<file path="src/rtl/rv32i_pkg.sv">
// Shared RV32I execute-side definitions: datapath widths and ALU opcodes.
package rv32i_pkg;

    localparam int unsigned XLEN = 32;
    localparam int unsigned OPW  = 4;
    localparam int unsigned REGW = 5;

    localparam logic [REGW-1:0] REG_X0 = 5'd0;

    localparam logic [OPW-1:0] ALU_ADD  = 4'd0;
    localparam logic [OPW-1:0] ALU_SUB  = 4'd1;
    localparam logic [OPW-1:0] ALU_SLL  = 4'd2;
    localparam logic [OPW-1:0] ALU_SLT  = 4'd3;
    localparam logic [OPW-1:0] ALU_SLTU = 4'd4;
    localparam logic [OPW-1:0] ALU_XOR  = 4'd5;
    localparam logic [OPW-1:0] ALU_SRL  = 4'd6;
    localparam logic [OPW-1:0] ALU_OR   = 4'd7;
    localparam logic [OPW-1:0] ALU_AND  = 4'd8;
    localparam logic [OPW-1:0] ALU_SRA  = 4'd9;

endpackage

</file>
<file path="src/rtl/operand_fwd.sv">
// Single source-operand resolver for the ID/EX stage.
// With ID_EX_FWD_EN defined, EX then MEM results are bypassed onto the operand;
// otherwise the register-file value is used and raw_c_o flags a RAW dependency
// on EX/MEM so the stage can stall until it clears.
module operand_fwd
    import rv32i_pkg::*;
#(
    parameter int unsigned XLEN = rv32i_pkg::XLEN
) (
    input  logic [REGW-1:0] addr_i,
    input  logic            use_i,
    input  logic [XLEN-1:0] rf_data_i,
    input  logic [REGW-1:0] ex_addr_i,
    input  logic            ex_we_i,
    input  logic [XLEN-1:0] ex_data_i,
    input  logic [REGW-1:0] mem_addr_i,
    input  logic            mem_we_i,
    input  logic [XLEN-1:0] mem_data_i,
    output logic [XLEN-1:0] data_c_o,
    output logic            raw_c_o
);

    logic ex_hit_c;
    logic mem_hit_c;

    // A producer only matches a live, non-x0 source register
    always_comb begin
        ex_hit_c  = ex_we_i  & (ex_addr_i  == addr_i) & (addr_i != REG_X0);
        mem_hit_c = mem_we_i & (mem_addr_i == addr_i) & (addr_i != REG_X0);
    end

`ifdef ID_EX_FWD_EN
    logic unused_c;
    assign unused_c = use_i;

    // x0 reads zero; EX result is younger than MEM so it wins
    always_comb begin
        data_c_o = rf_data_i;
        raw_c_o  = 1'b0;
        if (addr_i == REG_X0) begin
            data_c_o = '0;
        end else if (ex_hit_c) begin
            data_c_o = ex_data_i;
        end else if (mem_hit_c) begin
            data_c_o = mem_data_i;
        end
    end
`else
    logic unused_c;
    assign unused_c = ^{ex_data_i, mem_data_i};

    // No bypass: register-file data only, report any pending EX/MEM producer
    always_comb begin
        data_c_o = rf_data_i;
        raw_c_o  = use_i & (ex_hit_c | mem_hit_c);
        if (addr_i == REG_X0) begin
            data_c_o = '0;
        end
    end
`endif

endmodule

</file>
<file path="src/rtl/id_ex_stage.sv">
// ID/EX pipeline register: resolves source operands, selects ALU inputs and
// holds the instruction for the ALU, stalling decode on load-use hazards.
// Build option: define ID_EX_FWD_EN to enable EX/MEM operand bypassing;
// without it any EX/MEM RAW dependency stalls decode instead.
module id_ex_stage
    import rv32i_pkg::*;
#(
    parameter int unsigned XLEN = rv32i_pkg::XLEN,
    parameter int unsigned OPW  = rv32i_pkg::OPW
) (
    input  logic            i_clk,
    input  logic            i_rst_n,
    input  logic            i_valid,
    input  logic [XLEN-1:0] i_pc,
    input  logic [XLEN-1:0] i_rs1_data,
    input  logic [XLEN-1:0] i_rs2_data,
    input  logic [XLEN-1:0] i_imm,
    input  logic [4:0]      i_rs1_addr,
    input  logic [4:0]      i_rs2_addr,
    input  logic [4:0]      i_rd_addr,
    input  logic            i_rd_we,
    input  logic            i_is_load,
    input  logic [OPW-1:0]  i_alu_op,
    input  logic            i_src_a_sel,
    input  logic            i_src_b_sel,
    input  logic [4:0]      i_ex_rd_addr,
    input  logic            i_ex_rd_we,
    input  logic [XLEN-1:0] i_ex_data,
    input  logic [4:0]      i_mem_rd_addr,
    input  logic            i_mem_rd_we,
    input  logic [XLEN-1:0] i_mem_data,
    input  logic            i_ready,
    input  logic            i_flush,
    output logic            o_ready,
    output logic            o_valid,
    output logic [XLEN-1:0] o_op_a,
    output logic [XLEN-1:0] o_op_b,
    output logic [OPW-1:0]  o_alu_op,
    output logic [XLEN-1:0] o_store_data,
    output logic [4:0]      o_rd_addr,
    output logic            o_rd_we,
    output logic            o_is_load
);

    logic            valid_q,   valid_d;
    logic            rd_we_q,   rd_we_d;
    logic            is_load_q, is_load_d;
    logic [4:0]      rd_addr_q, rd_addr_d;
    logic [XLEN-1:0] op_a_q,    op_a_d;
    logic [XLEN-1:0] op_b_q,    op_b_d;
    logic [XLEN-1:0] store_q,   store_d;
    logic [OPW-1:0]  alu_op_q,  alu_op_d;

    logic [XLEN-1:0] rs1_val_c;
    logic [XLEN-1:0] rs2_val_c;
    logic            rs1_raw_c;
    logic            rs2_raw_c;
    logic            load_hz_c;
    logic            hazard_c;
    logic            capture_c;

    operand_fwd #(.XLEN(XLEN)) u_fwd_rs1 (
        .addr_i     (i_rs1_addr),
        .use_i      (~i_src_a_sel),
        .rf_data_i  (i_rs1_data),
        .ex_addr_i  (i_ex_rd_addr),
        .ex_we_i    (i_ex_rd_we),
        .ex_data_i  (i_ex_data),
        .mem_addr_i (i_mem_rd_addr),
        .mem_we_i   (i_mem_rd_we),
        .mem_data_i (i_mem_data),
        .data_c_o   (rs1_val_c),
        .raw_c_o    (rs1_raw_c)
    );

    // rs2 is always consumed: it feeds op_b or the store data
    operand_fwd #(.XLEN(XLEN)) u_fwd_rs2 (
        .addr_i     (i_rs2_addr),
        .use_i      (1'b1),
        .rf_data_i  (i_rs2_data),
        .ex_addr_i  (i_ex_rd_addr),
        .ex_we_i    (i_ex_rd_we),
        .ex_data_i  (i_ex_data),
        .mem_addr_i (i_mem_rd_addr),
        .mem_we_i   (i_mem_rd_we),
        .mem_data_i (i_mem_data),
        .data_c_o   (rs2_val_c),
        .raw_c_o    (rs2_raw_c)
    );

    // Hazard detection and decode handshake
    always_comb begin
        load_hz_c = valid_q & is_load_q & rd_we_q & (rd_addr_q != REG_X0) &
                    (((rd_addr_q == i_rs1_addr) & ~i_src_a_sel) |
                     (rd_addr_q == i_rs2_addr));
        hazard_c  = load_hz_c | rs1_raw_c | rs2_raw_c;
        o_ready   = (~valid_q | i_ready) & ~hazard_c;
        capture_c = i_valid & o_ready & ~i_flush;
    end

    // Next-state: flush beats capture, capture beats bubble, otherwise hold
    always_comb begin
        valid_d   = valid_q;
        rd_we_d   = rd_we_q;
        is_load_d = is_load_q;
        rd_addr_d = rd_addr_q;
        op_a_d    = op_a_q;
        op_b_d    = op_b_q;
        store_d   = store_q;
        alu_op_d  = alu_op_q;
        if (i_flush) begin
            valid_d = 1'b0;
            rd_we_d = 1'b0;
        end else if (capture_c) begin
            valid_d   = 1'b1;
            rd_we_d   = i_rd_we;
            is_load_d = i_is_load;
            rd_addr_d = i_rd_addr;
            op_a_d    = i_src_a_sel ? i_pc  : rs1_val_c;
            op_b_d    = i_src_b_sel ? i_imm : rs2_val_c;
            store_d   = rs2_val_c;
            alu_op_d  = i_alu_op;
        end else if (valid_q & i_ready) begin
            valid_d = 1'b0;
        end
    end

    // Stage register; reset discards any held instruction
    always_ff @(posedge i_clk or negedge i_rst_n) begin
        if (!i_rst_n) begin
            valid_q   <= 1'b0;
            rd_we_q   <= 1'b0;
            is_load_q <= 1'b0;
            rd_addr_q <= '0;
            op_a_q    <= '0;
            op_b_q    <= '0;
            store_q   <= '0;
            alu_op_q  <= OPW'(ALU_ADD);
        end else begin
            valid_q   <= valid_d;
            rd_we_q   <= rd_we_d;
            is_load_q <= is_load_d;
            rd_addr_q <= rd_addr_d;
            op_a_q    <= op_a_d;
            op_b_q    <= op_b_d;
            store_q   <= store_d;
            alu_op_q  <= alu_op_d;
        end
    end

    assign o_valid      = valid_q;
    assign o_rd_we      = rd_we_q;
    assign o_is_load    = is_load_q;
    assign o_rd_addr    = rd_addr_q;
    assign o_op_a       = op_a_q;
    assign o_op_b       = op_b_q;
    assign o_store_data = store_q;
    assign o_alu_op     = alu_op_q;

endmodule

</file>
<file path="config.mk">
export PLATFORM = sky130hd
export DESIGN_NAME = id_ex_stage
export DESIGN_NICKNAME = d
export VERILOG_FILES = /design/src/rtl/rv32i_pkg.sv /design/src/rtl/operand_fwd.sv /design/src/rtl/id_ex_stage.sv
export SDC_FILE = /design/constraint.sdc
export NUM_CORES = 1
export LEC_CHECK = 0
export ABC_AREA = 1
export CORE_MARGIN = 2
export CORE_UTILIZATION = 30
export CTS_BUF_LIST = sky130_fd_sc_hd__clkbuf_16
export DETAILED_ROUTE_END_ITERATION = 12
export PLACE_DENSITY_LB_ADDON = 0.1
export SYNTH_ARGS = -nofsm -noshare
export SYNTH_HDL_FRONTEND = slang
export SYNTH_SLANG_ARGS = --single-unit
</file>
<file path="constraint.sdc">
create_clock -name i_clk -period 1.8 [get_ports i_clk]
set_input_delay 0.18 -clock i_clk [delete_from_list [all_inputs] [get_ports i_clk]]
set_output_delay 0.18 -clock i_clk [all_outputs]
set_load 0.02 [all_outputs]
</file>
==> metrics.log <==
[metrics] run status: finished, violations left
[metrics] failing checks: negative setup slack
[metrics] endpoint of the worst register-to-register path: o_store_data[4]
[metrics] length in cells of the worst reg-to-reg path: 15
[metrics] final core utilization: 51.02%
[metrics] Layout Area Growth over Synthesis: 66.57%
[metrics] Mapped Avg Cell Area: 6.890 um^2
[metrics] switching power: 2.965 mW
[metrics] Setup Skew: 0.02389 ns
[metrics] total placed cells including tap cells: 1395
[metrics] start point of the critical path: o_rd_addr[4]
[metrics] proportion of power drawn by the clock network: 22.7%
[metrics] Power Internal: 5.483 mW
[metrics] number of antenna violations at the first check in global routing: 0
[metrics] crit path buf inv count: 3
[metrics] DRT antenna net count: 0
[metrics] post-layout worst setup margin: -0.05621 ns
[metrics] post-route fraction of the period consumed by the critical path: 103.1%
[metrics] CTS tree: built
[metrics] cell area after synthesis: 5981 um^2
[metrics] clk root buf: clkbuf_16
[metrics] Top cell by count, worst path: nand2_2
[metrics] peak per-stage delay on the critical path: 0.41 ns
[metrics] combinational share of power: 40.2%
[metrics] part of the Yosys area used for sequential elements: 45.19%
[metrics] wire length per cell: 15.96 um
[metrics] routing layer with the top usage in global route: met2
[metrics] number of violations reported at the end of detailed-routing iteration 0: 242
[metrics] overall via count from detail_route: 6585
[metrics] average vias per placed instance: 4.611
[metrics] Worst Hold Slack: 0.2336 ns
[metrics] fin. max-slew vios: 0
[metrics] horizontal die dimension: 145.2 um
[metrics] die span in y: 145.2 um
[metrics] number of top-level pins: 341
[metrics] clk sink count: 108
[metrics] cells after synthesis: 868
[metrics] cell depth of the worst setup path: 11
[metrics] number of distinct library cells after synthesis: 20
[metrics] Period minus WS final: 1.856 ns
[metrics] Max-Slew Margin vs Limit: 76.07%
[metrics] via count of the first global-routing pass: 6290
[metrics] maximum buffer depth of the clock tree: 2
[metrics] register bit count reported by yosys: 108
[metrics] total of warnings raised by yosys: 0
[metrics] end point of the critical path: o_ready
[metrics] R2R Setup Slk: -0.03 ns
[metrics] measured slew at the worst slew-check pin: 0.3589 ns
[metrics] critical-path maximum fanout: 3
[metrics] number of search-and-repair iterations in the first detailed-routing pass: 4
[metrics] global route total overflow: 0
[metrics] Place WS: -0.4176 ns
[metrics] Die ar.: 21080 um^2
[metrics] weighted congestion reported at the end of routability-driven placement: 0.8498
[metrics] share of power burned in registers: 37.1%
[metrics] largest voltage drop on the vdd net: 0.4035 mV
[metrics] fraction of layout instances using a drive strength above 1: 8.512%
[metrics] CP Capture Type: output pin
[metrics] largest delay contributor family on the critical path: simple AND/OR/NAND/NOR gates
[metrics] crit path max-delay cell type: dfrtp_1
[metrics] Global Route Usage Sum: 20.26%
[metrics] nets: 1390
[metrics] global-route wire length before repair: 34420 um
[metrics] count of filler cells inserted in the layout: 2022
[metrics] clk slew on worst S/H paths: 0.08 ns
[metrics] Syn Nets: 1100
[metrics] data arrival time at the worst-slack endpoint: 1.68 ns
[metrics] type of the worst setup path: register to output pin
[metrics] Final setup viols: 56
[metrics] worst reg2reg path startpoint: o_rd_addr[1]
[metrics] met3 Use GR: 5.566%
[metrics] Port Buf Inserts: 276
[metrics] cells traversed along the worst timing path: buf_6 > nand2_2 > nand2_1 > nor2_1 > nand3_1 > nand2_1 > nand2_2 > nand2_2 > nor2_4 > buf_12 > buf_12
[metrics] Global Route met2 Usage: 34.00%
[metrics] Antenna Cells: 0
[metrics] clock insertion delay at the later pin of the skew report: 0.36 ns
[metrics] proportion of total power due to net switching: 35.10%
[metrics] number of max-cap violations: 0
[metrics] clock buffer count from CTS: 9
[metrics] Worst Path Required: 1.62 ns
[metrics] Final Total Pwr: 8.448 mW
[metrics] core region area: 19530 um^2
[metrics] FMAX: 538.7 MHz
[metrics] number of standard-cell rows in the floorplan: 51
[metrics] pin count of the biggest net entering global routing: 74
[metrics] leakage power total: 5.127 nW
[metrics] DP Wirelength: 15230 um
[metrics] fraction of met1 tracks used by global routing: 26.23%
[metrics] type of the most critical hold path: input port to register
[metrics] hold violation total from the final report: 0
[metrics] number of DRC violations after detailed routing: 0
[metrics] routed wire length: 22790 um
[metrics] Initial Utilization: 30.63%
[metrics] level count of the clock H-tree: 3
[metrics] power density over the cells: 848.0 nW/um^2
[metrics] unrepaired setup endpoints after global routing: yes
[metrics] critical path startpoint category: register
[metrics] non-filler cells in the finished layout: 1428
## layout by cell type, fill, tap and decap left out, drive strengths merged
master / instances
dlymetal6s2s: 3
nand2: 447
dfrtp: 108
clkbuf: 15
nor2: 25
dlygate4sd3: 1
xor2: 2
xnor2: 1
buf: 62
dlygate4sd2: 3
o21ai: 37
nand3: 9
bufbuf: 1
clkdlybuf4s50: 266
clkinvlp: 3
a21boi: 1
inv: 64
nand4: 112
clkinv: 3
## per-stage QoR
stage               TNS [ns]  cell area [um^2]
floorplan                  0              5981
global placement      -42.75              9303
detailed placement    -41.97              9303
CTS                  -0.2018              9742
global route          -12.94              9962
finish               -0.6307              9962
## sequential cells by signal, indices dropped and copies added (netlist names)
name / count
o_op_a: 32
o_op_b: 32
o_store_data: 32
o_rd_addr: 5
o_alu_op: 4
o_is_load: 1
o_rd_we: 1
o_valid: 1
## logic make-up after synthesis
kind of cell,Yosys count,synth area share [%]
xor gates and xnor gates,3,0.4394
DFF,108,45.19
buffers and inverters,126,8.870
AOI/OAI and AO/OA,38,3.222
and+or+nand+nor,593,42.28
## worst reg2reg max path, cell delays in order (launching register included)
cell	delay, ns
dfrtp_2	0.45
inv_2	0.07
nand2_1	0.04
nand2_1	0.06
nor2_1	0.04
nand3_1	0.09
nand2_1	0.07
nand2_2	0.06
nand2_2	0.06
nor2_4	0.11
buf_12	0.13
nand3_4	0.08
clkbuf_16	0.19
clkbuf_16	0.17
nand2_1	0.06
nand2_1	0.05
## power groups by stage
stage	clock (mW)	sequential [mW]	combinational, mW
CTS	1.97	3.14	3.33
floorplan	0	3.72	0.850
global route	2.06	3.19	3.65
finish	1.92	3.13	3.39
detailed placement	0	3.17	3.22
global placement	0	3.17	3.21
## cells in the mapped netlist
master	n	area [um^2]
dfrtp_1	108	2703
clkinv_1	1	3.750
nor2_1	25	93.84
o21ai_1	2	10.01
inv_1	59	221.5
inv_2	3	11.26
buf_2	10	50.05
xor2_1	2	17.52
nand3_2	1	10.01
buf_1	10	37.54
nand4_1	111	694.4
xnor2_1	1	8.760
nand4_2	1	12.51
nand3_1	8	40.04
a21boi_0	1	7.510
buf_4	2	15.01
buf_6	5	56.30
nand2_1	447	1678
o21ai_0	35	175.2
clkbuf_1	36	135.1
## final cells by class
type / count / area, um^2 / area share, %
timing repair buffer: 342 / 3635 / 36.49
inverter: 63 / 239.0 / 2.399
tap: 265 / 331.6 / 3.328
clock inverter: 7 / 51.30 / 0.5149
multi-input combinational: 634 / 2776 / 27.87
clock buffer: 9 / 225.2 / 2.261
sequential: 108 / 2704 / 27.14
## layer usage
| metal | share of wire [%] | up-vias |
|---|---|---|
| li1 | - | 3367 |
| met1 | 44 | 3005 |
| met2 | 48 | 198 |
| met3 | 6.8 | 15 |
| met4 | 1.1 | 0 |
| met5 | 0 | - |
## repair_timing
action | 4_1_cts | 5_1_grt
gates resized for setup | 13 | 12
hold buffers | 1 | 0
pin swaps | 7 | 8
gates cloned | 3 | 7
setup buffers | 6 | 1
hold endpoints to repair | 21 | 0
setup endpoints to repair | 108 | 110
## worst min-delay path by stage
stage                        from                to  slack, ns  cells after the start
after global routing      i_valid       o_alu_op[3]       0.23                      3
after CTS                 i_valid        o_op_a[25]       0.23                      3
after global placement    i_rst_n  o_store_data[27]       0.12                      1
final                     i_valid        o_op_a[23]       0.23                      3
after floorplan           i_rst_n       o_alu_op[0]      -0.12                      0
after detailed placement  i_rst_n        o_op_b[27]       0.12                      1
Note: power is estimated with default switching activity, not from simulation.
